`config.mk`:
```
export PLATFORM = sky130hd
export DESIGN_NAME = fifo_ctrl_unit
export DESIGN_NICKNAME = d
export VERILOG_FILES = /design/src/rtl/fifo_ctrl_unit.sv
export SDC_FILE = /design/constraint.sdc
export NUM_CORES = 1
export LEC_CHECK = 0
export ABC_AREA = 1
export BUFFER_PORTS_ARGS = -buffer_cell sky130_fd_sc_hd__buf_2
export CELL_PAD_IN_SITES_DETAIL_PLACEMENT = 0
export CELL_PAD_IN_SITES_GLOBAL_PLACEMENT = 1
export CORE_UTILIZATION = 32
export CTS_CLUSTER_SIZE = 20
export DETAILED_ROUTE_END_ITERATION = 8
export HOLD_SLACK_MARGIN = 0.12
export PLACE_DENSITY = 0.7
export SYNTH_ARGS = -nofsm -noshare
export SYNTH_HDL_FRONTEND = slang
export SYNTH_SLANG_ARGS = --single-unit
```
`constraint.sdc`:
```
create_clock -name i_clk -period 2.25 [get_ports i_clk]
set_clock_uncertainty 0.2 [all_clocks]
set_input_delay 0.45 -clock i_clk [delete_from_list [all_inputs] [get_ports i_clk]]
set_output_delay 0.45 -clock i_clk [all_outputs]
set_load 0.01 [all_outputs]
```
`src/rtl/fifo_ctrl_unit.sv`:
```
// fifo_ctrl_unit: pointer/flag controller that sequences a register file as a
// first-word-fall-through FIFO, with occupancy, level and sticky error flags.
module fifo_ctrl_unit #(
  parameter int DEPTH    = 16,
  parameter int WIDTH    = 4,
  parameter int AF_LEVEL = 12
) (
  input  logic             i_clk,
  input  logic             i_rst_n,
  input  logic             i_push,
  input  logic             i_pop,
  input  logic             i_clr_err,
  output logic             o_wr_en,
  output logic [WIDTH-1:0] o_w_ptr,
  output logic [WIDTH-1:0] o_r_ptr,
  output logic [WIDTH:0]   o_count,
  output logic             o_full,
  output logic             o_empty,
  output logic             o_almost_full,
  output logic             o_overflow,
  output logic             o_underflow
);
  logic [WIDTH-1:0] r_w_ptr;
  logic [WIDTH-1:0] r_r_ptr;
  logic [WIDTH:0]   r_count;
  logic             r_overflow;
  logic             r_underflow;
  logic             w_full;
  logic             w_empty;
  logic             w_push_ok;
  logic             w_pop_ok;
  assign w_full    = r_count == (WIDTH+1)'(DEPTH);
  assign w_empty   = r_count == '0;
  // A push into a full FIFO is fine when a pop frees the head slot this cycle.
  assign w_push_ok = i_push & (~w_full | i_pop);
  assign w_pop_ok  = i_pop & ~w_empty;
  assign o_wr_en       = w_push_ok;
  assign o_w_ptr       = r_w_ptr;
  assign o_r_ptr       = r_r_ptr;
  assign o_count       = r_count;
  assign o_full        = w_full;
  assign o_empty       = w_empty;
  assign o_almost_full = r_count >= (WIDTH+1)'(AF_LEVEL);
  assign o_overflow    = r_overflow;
  assign o_underflow   = r_underflow;
  always_ff @(posedge i_clk) begin
    if (!i_rst_n) begin
      r_w_ptr     <= '0;
      r_r_ptr     <= '0;
      r_count     <= '0;
      r_overflow  <= 1'b0;
      r_underflow <= 1'b0;
    end else begin
      if (w_push_ok) r_w_ptr <= r_w_ptr + 1'b1;
      if (w_pop_ok) r_r_ptr <= r_r_ptr + 1'b1;
      if (w_push_ok != w_pop_ok) r_count <= w_push_ok ? r_count + 1'b1 : r_count - 1'b1;
      r_overflow  <= ~i_clr_err & (r_overflow | (i_push & ~w_push_ok));
      r_underflow <= ~i_clr_err & (r_underflow | (i_pop & ~w_pop_ok));
    end
  end
endmodule

```
* Word-level counts from Yosys, hierarchy flattened
Cells that the tools add are included.
** Operators by class
- Equality and inequality tests :: 2
- Bitwise gates (word level) :: 14
- Add/sub/neg operators :: 4
- Magnitude comparators :: 1
- Muxes and demuxes :: 1
- Reductions and logical operators :: 1
** Operators by type and width (count)
- $add 4x1->4 const B :: 2
- $and 1x1->1 :: 6
- $add 5x1->5 const B :: 1
- $eq 5x5->1 const B :: 1
- $ge 5x4->1 const B :: 1
- $logic_not 5->1 :: 1
- $mux 5 :: 1
- $not 1->1 :: 5
- $sub 5x1->5 const B :: 1
- $or 1x1->1 :: 3
- $ne 1x1->1 :: 1
** Storage, ports and cells
- Bits of input ports :: 5
- Flip-flop bits (word level) :: 15

* Depth between registers and ports, before layout
- Depth in word-level cells :: 8
- Gate-level depth with buffers :: 12
- Mapped depth without buffers :: 12

* Worst setup path before layout
No wires, ideal clock.
- Path kind :: register to register
- Start :: register r_count[2], in the netlist o_count[2]
- End :: register r_count[4], in the netlist o_count[4]
- Required time :: 1.935 ns
- Setup slack :: 0.041 ns
- Data arrival time :: 1.894 ns
- Path buffers :: 0
- Period minus slack after synthesis :: 2.209 ns
- Stages on the path, launching flop included :: 12
- Cell sequence :: dfxtp_1 nor2_2 nand4_1 nand2_2 inv_2 fa_1 inv_1 nand3_1 nand2_1 nand4_1 a21oi_1 nor2_1
** Between the ends
- Longest elaborated chain between the ends :: 5
** Ends and longest elaborated chain
- start, declared :: RTL line 25 : logic [WIDTH:0] r_count;
- start signal, assigned :: RTL line 56 : if (w_push_ok != w_pop_ok) r_count <= w_push_ok ? r_count + 1'b1 : r_count - 1'b1;
- $eq 5x5->1 (*) :: RTL line 32 : assign w_full = r_count == (WIDTH+1)'(DEPTH);
- $not 1->1 (*) :: RTL line 35 : assign w_push_ok = i_push & (~w_full | i_pop);
- $or 1x1->1 (*) :: RTL line 35
- $and 1x1->1 (*) :: RTL line 35
- via o_wr_en :: RTL line 13 : output logic o_wr_en,
- $mux 5 / $ne 1x1->1 (equally long branches) :: RTL line 56
The timed path passes the listed nets; every way through them passes the cells marked *.
A chain may end at the register's enable or synchronous reset.

* Final worst setup path
- Start :: register r_count[2], in the netlist o_count[2]
- End :: register r_count[4], in the netlist o_count[4]
** Between the ends
- Longest elaborated chain between the ends :: 5
** Ends and longest elaborated chain
- branches (longest 5 deep; another with $sub 5x1->5)
Parallel ways; which one is timed is not known.

==> run summary <==
Status: completed
Worst slew pin tran: 236 ps
CP peak stage delay: 340 ps
Place WS: 1.83 ps
Die area: 0.00284 sq mm
First-pass GRT wire length: 3.00 mm
CP Max Fanout: 4
Final period utilization: 92.8%
Worst Setup Slack, final: 162 ps
Rel. slew slack: 84.3%
IO Port Bufs: 23
Post-synth top area cell: dfxtp_1
Bufs on Longest Clock Path: 2
Area added between synthesis and finish: 31.3%
Post-detailed-route wirelength per cell: 10.9 microns
DR vias: 812
Detailed router's first-iteration violation count: 22
Routability Congestion: 0.780
Fin. Hold Viols: 0
F_max: 0.479 GHz
Core Box Area: 0.00248 sq mm
DP Cell Count: 171
Post-synth EDFFs: 0
Slowest stage cell, crit path: dfxtp_1
Arr. time, crit path: 2120 ps
Initial Util: 34.0%
Nets: 159
Floorplan row count: 18
Sequential area share after synthesis: 35.6%
Layout cells sized above 1: 34.2%
Total GRT Usage: 15.4%
DRC: 0
Synthesized instance count: 111
Worst VDD drop: 0.000473 V
Top-count cell post-synth: nor2_1
HPWL Detailed: 1.44 mm
Startpoint Class: register
Largest net degree at the start of global routing: 14
#FFs+latches synth: 15
Antenna diode count: 0
Synth top area share: 35.6%
Most numerous cell on the critical path: nand2_1
Max-cap viol count: 0
Final Instance Count excl. Fillers: 176
Crit path required time: 2280 ps
WS Path Type: register to register
Number of I/O pins: 24
Root buffer cell: clkbuf_4
Syn Std Cell Area: 843 sq um
Pwr dens: 902 mW/mm^2
Ys flop type: dfxtp_1
Final hold slack: 273 ps
Async S/R FF share, synth: 0%
Die H: 53.3 microns
Initial antenna violation count: 0
Hold/Removal Path Class: register to register
Pins over their slew limit: 0
Clk Latency, worst-skew pair: 290 ps
Synthesized Nets: 123
Setup violators final: 0
Total power: 0.999 mW
Routed Antenna Nets: 0
TritonRoute pass-1 iters: 4
DR vias/cell: 4.61
Min Tclk post-route: 2090 ps
Setup Buffers After CTS: 0
Die W: 53.3 microns
Final wirelength: 1.92 mm
Netlist cell types: 25
Worst-path clk slew: 90 ps
Leakage: 0.577 nW
GRT overflow: 0
Number of buffers created by CTS: 3
Vias in the first global route: 684
# clock sinks: 15
Post-synth top cells: 16 x nor2_1, 15 x dfxtp_1, 14 x inv_1
Avg Cell Area, Syn: 7.60 sq um
TritonCTS clock tree: built
CTS H-Tree Depth: 1
Ys Warns: 0
CP Capture Type: register
Synth area leaders: dfxtp_1 36%, ha_1 8.9%, nor2_1 7.1%
Worst-path cell chain: nor2_4, nand4_1, nand2_2, buf_4, ha_1, a21oi_1, nand2_1, nand3b_1, nand3_1, nand2_1, nor2_1
-- where the power goes --
group	internal (mW)	switching [mW]	leakage, nW	total (mW)
Sequential	0.311	0.0466	0.123	0.358
Clock	0.0662	0.0944	0.0177	0.161
Combinational	0.201	0.280	0.436	0.481
Total	0.578	0.421	0.577	0.999
-- critical path: cells and delay by family (launching register included) --
family / cells / cell delay [ps]
fa+ha+maj: 1 / 260
flops: 1 / 340
simple gates: 8 / 920
compound gates: 1 / 170
buf+inv: 1 / 140
-- routing by layer --
layer | track usage [%] | part of all wire [%] | vias to the layer above
li1 | - | - | 432
met1 | 19.1 | 51 | 357
met2 | 23.1 | 42 | 18
met3 | 6.32 | 5.3 | 5
met4 | 6.58 | 1.6 | 0
met5 | 0 | 0 | -
-- final timing paths --
path	from	endpoint	slack [ps]	cells after the start
worst max-delay path	o_count[2]	o_count[4]	160	11
worst min-delay path	o_r_ptr[3]	o_r_ptr[3]	270	2
worst max register to register	o_count[2]	o_count[4]	160	11
worst min register to register	o_r_ptr[3]	o_r_ptr[3]	270	2
-- cell type report --
cell class | instances | area [sq um]
Clock buffer | 3 | 22.5
Clock inverter | 1 | 5.00
Inverter | 17 | 67.6
Multi-Input combinational cell | 78 | 488
Sequential cell | 15 | 302
Fill cell | 264 | 1370
Timing Repair Buffer | 32 | 185
Tap cell | 30 | 37.5
-- registers in the layout, summed over array words and instances (netlist names) --
| register | count |
|---|---|
| o_overflow | 1 |
| o_underflow | 1 |
| o_count | 5 |
| o_r_ptr | 4 |
| o_w_ptr | 4 |
-- stage by stage --
stage / TNS (ps) / utilization (%) / area (sq um)
after floorplan: 0 / - / 843
after global placement: 0 / 42.5 / 1050
after detailed placement: 0 / 42.5 / 1050
after CTS: 0 / 44.0 / 1090
after global routing: -2.68 / 44.7 / 1110
final: 0 / 44.7 / 1110
-- placed cells by master, fill, tap and decap left out, types with 2 or more instances in the layout --
cell type,Yosys,routed
buf_4,0,8
clkinv_2,1,2
nor2_4,0,2
a21oi_1,8,7
inv_1,14,14
nand4_1,3,3
dfxtp_1,15,14
buf_2,0,23
nor2_1,16,16
nor3_1,2,2
xor2_1,2,2
nand3_2,3,3
nand3_1,6,6
o21ai_0,7,7
nand2_1,13,13
nand2_4,3,3
clkbuf_4,0,3
ha_1,6,6
-- kinds of logic after synthesis --
logic type / count (synthesis) / synth area share (%)
flip-flops: 15 / 35.6
adder cells (fa/ha/maj): 7 / 11.3
AND/OR/NAND/NOR: 51 / 31.3
XOR/XNOR: 3 / 3.12
AO/OA/AOI/OAI: 17 / 10.2
buffers and inverters: 18 / 8.46
-- what timing repair did --
action	4_1_cts	5_1_grt
endpoints found under the hold margin	1	0
gates resized for setup	0	5
endpoints found under the setup margin	0	1
hold buffers	1	0
(Power assumes the default switching activity.)
